## config.mk

```make
export PLATFORM = sky130hd
export DESIGN_NAME = multicycle_datapath
export DESIGN_NICKNAME = d
export VERILOG_FILES = /design/src/rtl/mc_pkg.sv /design/src/rtl/mc_regfile.sv /design/src/rtl/multicycle_datapath.sv
export SDC_FILE = /design/constraint.sdc
export NUM_CORES = 2
export LEC_CHECK = 0
export ABC_AREA = 1
export BUFFER_PORTS_ARGS = -buffer_cell sky130_fd_sc_hd__buf_2
export CAP_MARGIN = 10
export CORE_UTILIZATION = 31
export DETAILED_ROUTE_END_ITERATION = 8
export PLACE_DENSITY = 0.45
export SYNTH_ARGS = -nofsm -noshare
export SYNTH_HDL_FRONTEND = slang
export SYNTH_SLANG_ARGS = --single-unit
```

## constraint.sdc

```tcl
create_clock -name clk -period 6.5 [get_ports clk]
set_input_delay 0.975 -clock clk [delete_from_list [all_inputs] [get_ports clk]]
set_output_delay 0.975 -clock clk [all_outputs]
set_load 0.005 [all_outputs]
```

## src/rtl/mc_pkg.sv

```systemverilog
// Shared encodings for the multicycle MIPS datapath: controller states, mux selects,
// funct codes and the internal ALU operation.
package mc_pkg;

    localparam int unsigned XLEN  = 32;
    localparam int unsigned NREGS = 32;

    localparam logic [3:0] S_FETCH  = 4'd0;
    localparam logic [3:0] S_DECODE = 4'd1;
    localparam logic [3:0] S_MEMADR = 4'd2;
    localparam logic [3:0] S_MEMRD  = 4'd3;
    localparam logic [3:0] S_MEMWB  = 4'd4;
    localparam logic [3:0] S_MEMWR  = 4'd5;
    localparam logic [3:0] S_EXEC   = 4'd6;
    localparam logic [3:0] S_ALUWB  = 4'd7;
    localparam logic [3:0] S_BRANCH = 4'd8;
    localparam logic [3:0] S_JUMP   = 4'd9;

    localparam logic [1:0] ALUOP_ADD   = 2'b00;
    localparam logic [1:0] ALUOP_SUB   = 2'b01;
    localparam logic [1:0] ALUOP_FUNCT = 2'b10;
    localparam logic [1:0] ALUOP_ADD2  = 2'b11;

    localparam logic [1:0] SRCB_B      = 2'b00;
    localparam logic [1:0] SRCB_FOUR   = 2'b01;
    localparam logic [1:0] SRCB_IMM    = 2'b10;
    localparam logic [1:0] SRCB_IMM_SH = 2'b11;

    localparam logic [1:0] PCSRC_ALU    = 2'b00;
    localparam logic [1:0] PCSRC_ALUOUT = 2'b01;
    localparam logic [1:0] PCSRC_JUMP   = 2'b10;
    localparam logic [1:0] PCSRC_HOLD   = 2'b11;

    localparam logic [5:0] FUNCT_ADD = 6'b100000;
    localparam logic [5:0] FUNCT_SUB = 6'b100010;
    localparam logic [5:0] FUNCT_AND = 6'b100100;
    localparam logic [5:0] FUNCT_OR  = 6'b100101;
    localparam logic [5:0] FUNCT_SLT = 6'b101010;

    typedef enum logic [2:0] {
        AluAdd,
        AluSub,
        AluAnd,
        AluOr,
        AluSlt
    } alu_op_e;

    // Unknown funct codes fall back to add.
    function automatic alu_op_e alu_decode(logic [1:0] aluop, logic [5:0] funct);
        alu_op_e res;
        res = AluAdd;
        case (aluop)
            ALUOP_SUB: res = AluSub;
            ALUOP_FUNCT: begin
                case (funct)
                    FUNCT_SUB: res = AluSub;
                    FUNCT_AND: res = AluAnd;
                    FUNCT_OR:  res = AluOr;
                    FUNCT_SLT: res = AluSlt;
                    default:   res = AluAdd;
                endcase
            end
            default: res = AluAdd;
        endcase
        return res;
    endfunction

    function automatic logic [XLEN-1:0] sext16(logic [15:0] imm);
        return {{16{imm[15]}}, imm};
    endfunction

endpackage

```

## src/rtl/mc_regfile.sv

```systemverilog
// 32x32 register file: two asynchronous read ports, one synchronous write port.
// r0 is never written and always reads zero.
module mc_regfile
    import mc_pkg::*;
(
    input  logic            clk,
    input  logic            rst_n,
    input  logic [4:0]      raddr1,
    input  logic [4:0]      raddr2,
    input  logic [4:0]      waddr,
    input  logic            we,
    input  logic [XLEN-1:0] wdata,
    output logic [XLEN-1:0] rdata1,
    output logic [XLEN-1:0] rdata2
);

    logic [XLEN-1:0] regs_q [NREGS];

    always_ff @(posedge clk or negedge rst_n) begin
        if (!rst_n) begin
            for (int i = 0; i < NREGS; i++) begin
                regs_q[i] <= '0;
            end
        end else if (we && (waddr != 5'd0)) begin
            regs_q[waddr] <= wdata;
        end
    end

    // Reads see the pre-edge contents, so a same-cycle write is not forwarded.
    assign rdata1 = (raddr1 == 5'd0) ? '0 : regs_q[raddr1];
    assign rdata2 = (raddr2 == 5'd0) ? '0 : regs_q[raddr2];

endmodule

```

## src/rtl/multicycle_datapath.sv

```systemverilog
// Multicycle MIPS datapath: PC, IR, MDR, A, B, ALUOut, controller state register,
// ALU and register file, steered by strobes from the combinational controller.
module multicycle_datapath
    import mc_pkg::*;
#(
    parameter logic [31:0] RESET_PC    = 32'h0000_0000,
    parameter logic [3:0]  RESET_STATE = 4'd0,
    parameter logic [3:0]  MAX_STATE   = 4'd9
) (
    input  logic        clk,
    input  logic        rst_n,
    input  logic [3:0]  ns,
    input  logic        PCWrite,
    input  logic        PCWriteCond,
    input  logic        IorD,
    input  logic        IRWrite,
    input  logic        MemtoReg,
    input  logic [1:0]  PCSource,
    input  logic [1:0]  ALUOp,
    input  logic [1:0]  ALUSrcB,
    input  logic        ALUSrcA,
    input  logic        RegWrite,
    input  logic        RegDst,
    input  logic [31:0] mem_rdata,
    output logic [3:0]  cs,
    output logic [5:0]  op,
    output logic [31:0] mem_addr,
    output logic [31:0] mem_wdata,
    output logic [31:0] pc,
    output logic        zero
);

    logic [31:0] pc_q, pc_d;
    logic [31:0] ir_q, mdr_q, a_q, b_q, aluout_q;
    logic [3:0]  cs_q, cs_d;
    logic        pc_en;

    logic [31:0] src_a, src_b, imm_ext, alu_result, jump_target;
    logic [31:0] rf_rdata1, rf_rdata2, rf_wdata;
    logic [4:0]  rf_waddr;
    alu_op_e     alu_op;

    assign imm_ext     = sext16(ir_q[15:0]);
    assign jump_target = {pc_q[31:28], ir_q[25:0], 2'b00};

    always_comb begin
        src_a = ALUSrcA ? a_q : pc_q;
        src_b = b_q;
        case (ALUSrcB)
            SRCB_B:      src_b = b_q;
            SRCB_FOUR:   src_b = 32'd4;
            SRCB_IMM:    src_b = imm_ext;
            SRCB_IMM_SH: src_b = {imm_ext[29:0], 2'b00};
            default:     src_b = b_q;
        endcase
    end

    always_comb begin
        alu_op     = alu_decode(ALUOp, ir_q[5:0]);
        alu_result = src_a + src_b;
        case (alu_op)
            AluAdd:  alu_result = src_a + src_b;
            AluSub:  alu_result = src_a - src_b;
            AluAnd:  alu_result = src_a & src_b;
            AluOr:   alu_result = src_a | src_b;
            AluSlt:  alu_result = {31'd0, $signed(src_a) < $signed(src_b)};
            default: alu_result = src_a + src_b;
        endcase
    end

    assign zero = (alu_result == 32'd0);

    always_comb begin
        pc_en = PCWrite | (PCWriteCond & zero);
        pc_d  = pc_q;
        case (PCSource)
            PCSRC_ALU:    pc_d = alu_result;
            PCSRC_ALUOUT: pc_d = aluout_q;
            PCSRC_JUMP:   pc_d = jump_target;
            PCSRC_HOLD:   pc_d = pc_q;
            default:      pc_d = pc_q;
        endcase
    end

    // Out-of-range next states fall back to fetch so a glitching controller recovers.
    assign cs_d = (ns > MAX_STATE) ? RESET_STATE : ns;

    always_ff @(posedge clk or negedge rst_n) begin
        if (!rst_n) begin
            pc_q     <= RESET_PC;
            cs_q     <= RESET_STATE;
            ir_q     <= '0;
            mdr_q    <= '0;
            a_q      <= '0;
            b_q      <= '0;
            aluout_q <= '0;
        end else begin
            cs_q     <= cs_d;
            mdr_q    <= mem_rdata;
            a_q      <= rf_rdata1;
            b_q      <= rf_rdata2;
            aluout_q <= alu_result;
            if (pc_en) begin
                pc_q <= pc_d;
            end
            if (IRWrite) begin
                ir_q <= mem_rdata;
            end
        end
    end

    assign rf_waddr = RegDst ? ir_q[15:11] : ir_q[20:16];
    assign rf_wdata = MemtoReg ? mdr_q : aluout_q;

    mc_regfile u_regfile (
        .clk    (clk),
        .rst_n  (rst_n),
        .raddr1 (ir_q[25:21]),
        .raddr2 (ir_q[20:16]),
        .waddr  (rf_waddr),
        .we     (RegWrite),
        .wdata  (rf_wdata),
        .rdata1 (rf_rdata1),
        .rdata2 (rf_rdata2)
    );

    assign cs        = cs_q;
    assign op        = ir_q[31:26];
    assign mem_addr  = IorD ? aluout_q : pc_q;
    assign mem_wdata = b_q;
    assign pc        = pc_q;

endmodule

```

* Yosys cells after proc, flatten, opt, wreduce, memory -nomap -nowiden
Cells that the tools add are included.
** Operators by class
- $lt $le $gt $ge :: 6
- Equality and inequality tests :: 16
- Bitwise logic cells :: 9
- Reductions and logical operators :: 10
- $add $sub $neg :: 2
- Muxes and demuxes :: 21
** Operators with widths (count)
- bitwise mux 1024 bit :: 1
- binary-select mux 32 bit (select 5 bit) :: 2
- two-way mux 32 bit :: 10
- one-hot mux 32 bit (4 select lines) :: 2
- demux 32 bit (select 5 bit) :: 1
- one-hot mux 32 bit (3 select lines) :: 1
- adder 32 bit :: 1
- bitwise AND 32 bit :: 1
- zero test 32 bit :: 1
- < comparator 32 bit :: 1
- bitwise OR 32 bit :: 1
- subtractor 32 bit :: 1
- equality test 6 bit, second input constant :: 4
- greater-or-equal comparator 6 bit, second input constant :: 3
- NOT 5 -> 6 bit :: 3
- one-hot mux 3 bit (4 select lines) :: 1
- equality test 2 bit, second input constant :: 5
- zero test 5 bit :: 2
- equality test 2 x 1 -> 1 bit, second input constant :: 3
- equality test 3 x 2 -> 1 bit, second input constant :: 2
- < comparator 6 x 1 -> 1 bit, second input constant :: 1
- one-hot mux 3 bit (2 select lines) :: 1
- two-way mux 5 bit :: 1
- nonzero test 5 bit :: 1
- other kinds (11) :: 14
** Storage, ports and cells
- Word-level logic and storage cells :: 104
- Register bits after elaboration :: 1220

* Depth between registers and ports, before layout
- Word-level depth :: 9
- Mapped depth :: 31

* Cells and area by module
Synthesis repeated with hierarchy kept, for this count alone.
** Unflattened totals
- Cells, all modules :: 10632
- Area, all modules :: 72853.6 sq um
** By module, submodules not included
- mc_regfile :: instances 1, area each 57948.1 sq um, seq. area each 25624.6 sq um, cells an instance 8368
- multicycle_datapath :: instances 1, area each 14905.5 sq um, seq. area each 4904.7 sq um, cells an instance 2264

* Worst setup path after synthesis
Ideal clock, no wire load.
- Kind :: input-to-output
- From :: in ALUSrcB[1]
- To :: out zero
- Arrival time :: 3.946 ns
- Stages :: 21
- Required time :: 5.525 ns
- Setup slack :: 1.579 ns
- Cell sequence :: clkbuf_1 nor2_1 clkbuf_1 a22oi_1 inv_1 ha_1 inv_1 fa_1 nor2_1 or2_1 nand2_1 nand3_1 nand2_1 nand3_1 nand2_1 nand2_2 nand3b_2 nor2_1 nand2_1 nor2_1 and3_1
** Between the ends
- Word-level cells in the longest chain between the ends :: 5
- Elaborated cells on any way between the ends :: 12
- Classes of those cells :: add/sub (2); order compare (1); eq/ne (3); mux (2); bitwise (2); reduce/logical (2)
** Ends and longest elaborated chain
- start: declaration :: RTL line multicycle_datapath.sv:20 : input logic [1:0] ALUSrcB,
- equality test 2 bit (tied with other cells) :: RTL line multicycle_datapath.sv:49 : case (ALUSrcB)
- one-hot mux 32 bit (4 select lines) (*) :: RTL line multicycle_datapath.sv:49
- adder 32 bit (tied with other cells) :: RTL line multicycle_datapath.sv:62, multicycle_datapath.sv:67
- one-hot mux 32 bit (4 select lines) (*) :: RTL line multicycle_datapath.sv:61 : case (alu_op)
- net alu_result[16] :: RTL line multicycle_datapath.sv:38 : logic [31:0] src_a, src_b, imm_ext, alu_result, jump_target;
- zero test 32 bit (*) :: RTL line multicycle_datapath.sv:71 : assign zero = (alu_result == 32'd0);
- end: declaration :: RTL line multicycle_datapath.sv:30 : output logic zero
Mark *: on every way through the listed nets, which the timed path passes. The rest lies on a longest branch.

* Worst setup path in the final report
- From :: reg ir_q[15]
- To :: out zero
** Between the ends
- Word-level cells in the longest chain between the ends :: 4
- Elaborated cells on any way between the ends :: 8
- Classes of those cells :: add/sub (2); order compare (1); mux (2); bitwise (2); reduce/logical (1)
** Ends and longest elaborated chain
- start: declaration :: RTL line multicycle_datapath.sv:34 : logic [31:0] ir_q, mdr_q, a_q, b_q, aluout_q;
- start signal: assignment :: RTL line multicycle_datapath.sv:107 : ir_q <= mem_rdata;
- one-hot mux 32 bit (4 select lines) (*) :: RTL line multicycle_datapath.sv:49
- adder 32 bit (tied with other cells) :: RTL line multicycle_datapath.sv:62, multicycle_datapath.sv:67
- one-hot mux 32 bit (4 select lines) (*) :: RTL line multicycle_datapath.sv:61
- net alu_result[19] :: RTL line multicycle_datapath.sv:38
- zero test 32 bit (*) :: RTL line multicycle_datapath.sv:71
Marked as above.

==> flow_summary.yaml <==
synth:
  synthTopCellsByArea: "dfrtp_1 (44%), o21ai_0 (14%), nand2_1 (10%)"
  synth_largest_area_cell: "dfrtp_1"
  ys_ff_latch: 1220
  yosysSeqAreaShare_pct: 44.3
  yosys.area.top_type_share_pct: 44.3
  async_flop_share_pct: 100
  ys_warn_count: 0
  synth_flop_cell: "dfrtp_1"
  synth_edf_count: 0
  syn_avg_cell_area_um2: 7.29
  netlist_area_um2: 68900
  syn_nets: 9602
  syn_inst: 9447
  synth_cell_types: 56
floorplanning:
  dieArea_um2: 224000
  core-area_um2: 220000
  pin_count: 159
  die_h_um: 473
  dieWidth_um: 473
  row_count: 172
  start_util_pct: 31.3
clock_tree:
  clock_sinks: 1220
  cts_tree: "yes"
  cts_max_level: 4
  post_cts_buffers: 0
  clk_latency_ns: 0.84
  root_buffer: "clkbuf_16"
  path_clk_slew_ns: 0.06
  cts_inserted_buffers: 147
  clock_path_buffers: 3
  cts_resized: 0
  hold_buffers: 0
placed_design:
  gp_congestion: 0.952
  portBuffers: 158
  place_hpwl_um: 196000
  place_area_um2: 72400
drt:
  wl_per_cell_um: 26.7
  post-route-drc-count: 0
  top_layer_used: "met5"
  drt-initial-drc-count: 7963
  antenna_left: 0
  first_pass_iters: 7
  num_vias: 68100
  met2WireLength_um: 143000
  viasPerCell: 5.58
  wl_met1_um: 145000
  drt_wl_total_um: 325000
  met3_length_um: 25000
global_route:
  grt_max_degree: 169
  groute.usage.overall_pct: 28.5
  grt_pass1_wl_um: 467000
  antenna_found_initial: 21
  grt.overflow.total: 0
  grt_pass1_vias: 64100
sta:
  clock.fmax_ghz: 0.161
  fin_hold_ws_ns: 0.151
  fin_setup_tns_ns: 0
  grt_setup_unrepaired: "false"
  period_share_pct: 95.4
  min_period_ns: 6.20
  slew_violations: 0
  skew_ns: 0.0376
  setup_violations: 0
  final_hold_viol_count: 0
  tightestPinTransition_ns: 1.17
  max_slew_margin_pct: 22.1
critical_path:
  path_max_fanout: 15
  crit_path_end_kind: "output pin"
  reg2regPathDepth: 22
  worstPathArrival_ns: 5.23
  critPathKind: "flip-flop to output pin"
  startpoint_type: "flip-flop"
  worst-endpoint-required_ns: 5.52
layout:
  final_area_um2: 77300
  layout_commonest_cell: "o21ai_0"
  fillers: 23200
  layout-drive-gt1-share_pct: 7.34
  multi_input_area_um2: 32400
  layout_common_cells: "o21ai_0 (1989), nand2_1 (1860), dfrtp_1 (1210)"
  seq_area_um2: 30600
  final_nets: 9275
  syn_to_final_growth_pct: 12.2
worst_hold_path:
  hp-class: "input port to async pin"
outcome:
  status: "finished, final reports clean"
power_and_ir_drop:
  power.leakage_uw: 0.0348
  power_density_nw_per_um2: 398
  ir_drop_uv: 308
run:
  max_cap_viol_count: 0
==> sequential cells by signal (all words and copies together), names as in the netlist <==
name,count
a_q,32
aluout_q,32
cs,4
ir_q,32
mdr_q,32
mem_wdata,32
pc,32
u_regfile.regs_q,1024
==> layout make-up <==
cell class	count	share of cell area (%)
Clock inverter	43	0.649
Timing Repair Buffer	327	3.27
Antenna cell	8	0.0259
Tap cell	2958	4.79
Inverter	820	4.04
Multi-Input combinational cell	6604	42.0
Sequential cell	1220	39.5
Clock buffer	217	5.75
==> cells in the mapped netlist (33+ instances only) <==
| cell | instances |
|---|---|
| a21oi_1 | 687 |
| a221oi_1 | 45 |
| a31oi_1 | 68 |
| buf_1 | 48 |
| buf_2 | 35 |
| clkbuf_1 | 701 |
| dfrtp_1 | 1220 |
| ha_1 | 101 |
| inv_1 | 798 |
| nand2_1 | 1877 |
| nand3_1 | 375 |
| nor2_1 | 851 |
| o211ai_1 | 146 |
| o21ai_0 | 1992 |
| o21ai_1 | 33 |
| o221ai_1 | 111 |
| o22ai_1 | 119 |
==> metrics by stage <==
stage / worst slack, ns / total power [µW] / cells / util (%)
detailed placement: 0.466 / 22100 / 11900 / 32.9
global route: 0.110 / 32700 / 12200 / 35.1
floorplan: 1.58 / 18200 / 9447 / -
finish: 0.300 / 30700 / 12200 / 35.1
CTS: 0.275 / 30700 / 12200 / 35.1
global placement: 0.489 / 21900 / 11900 / 32.9
==> final timing paths <==
check | startpoint | end | slack (ns)
max in group asynchronous | rst_n | u_regfile.regs_q[865] | 4.77
max reg2reg | ir_q[15] | pc[13] | 1.24
min in group clk | mem_rdata[3] | mdr_q[3] | 0.26
min | rst_n | u_regfile.regs_q[285] | 0.15
max | ir_q[15] | zero | 0.30
min reg2reg | u_regfile.regs_q[1011] | u_regfile.regs_q[1011] | 0.40
==> per-layer routing <==
metal / track usage [%] / up-vias
met4: 10.6 / 8
met2: 43.8 / 3100
met1: 39.7 / 33400
li1: - / 31000
met5: 0 / -
met3: 4.78 / 613
==> where the power goes <==
| part | internal (µW) | switching (µW) |
|---|---|---|
| logic | 3150 | 6670 |
| clock network | 5020 | 3570 |
| registers | 10300 | 1980 |
==> critical path, stage by stage, from the launching register on <==
cell and delay (ns):
dfrtp_1 0.43, nand2_1 0.09, inv_1 0.33, a21oi_1 0.37, inv_1 0.08, ha_1 0.50, nand2_1 0.20, nor2_1 0.18
inv_1 0.13, nor2_1 0.49, nand4_1 0.38, nand4_1 0.17, nand2_1 0.07, nand2_1 0.06, nand3b_1 0.16, nor2_1 0.14
nand2_1 0.14, nor2_1 0.15, and3_1 0.20, buf_2 0.12
==> kinds of logic (layout without fill, tap and decap cells) <==
group | count (synthesis) | after routing | synth area share, %
flip-flops | 1220 | 1220 | 44.3
AO/OA/AOI/OAI | 3285 | 3285 | 26.0
XOR/XNOR | 7 | 7 | 0.0890
other | 0 | 8 | 0
buffers and inverters | 1623 | 1407 | 9.03
AND/OR/NAND/NOR | 3203 | 3203 | 18.6
multiplexers | 6 | 6 | 0.0981
adder cells (fa/ha/maj) | 103 | 103 | 1.89
No activity file was read; power rests on OpenSTA's default activity.
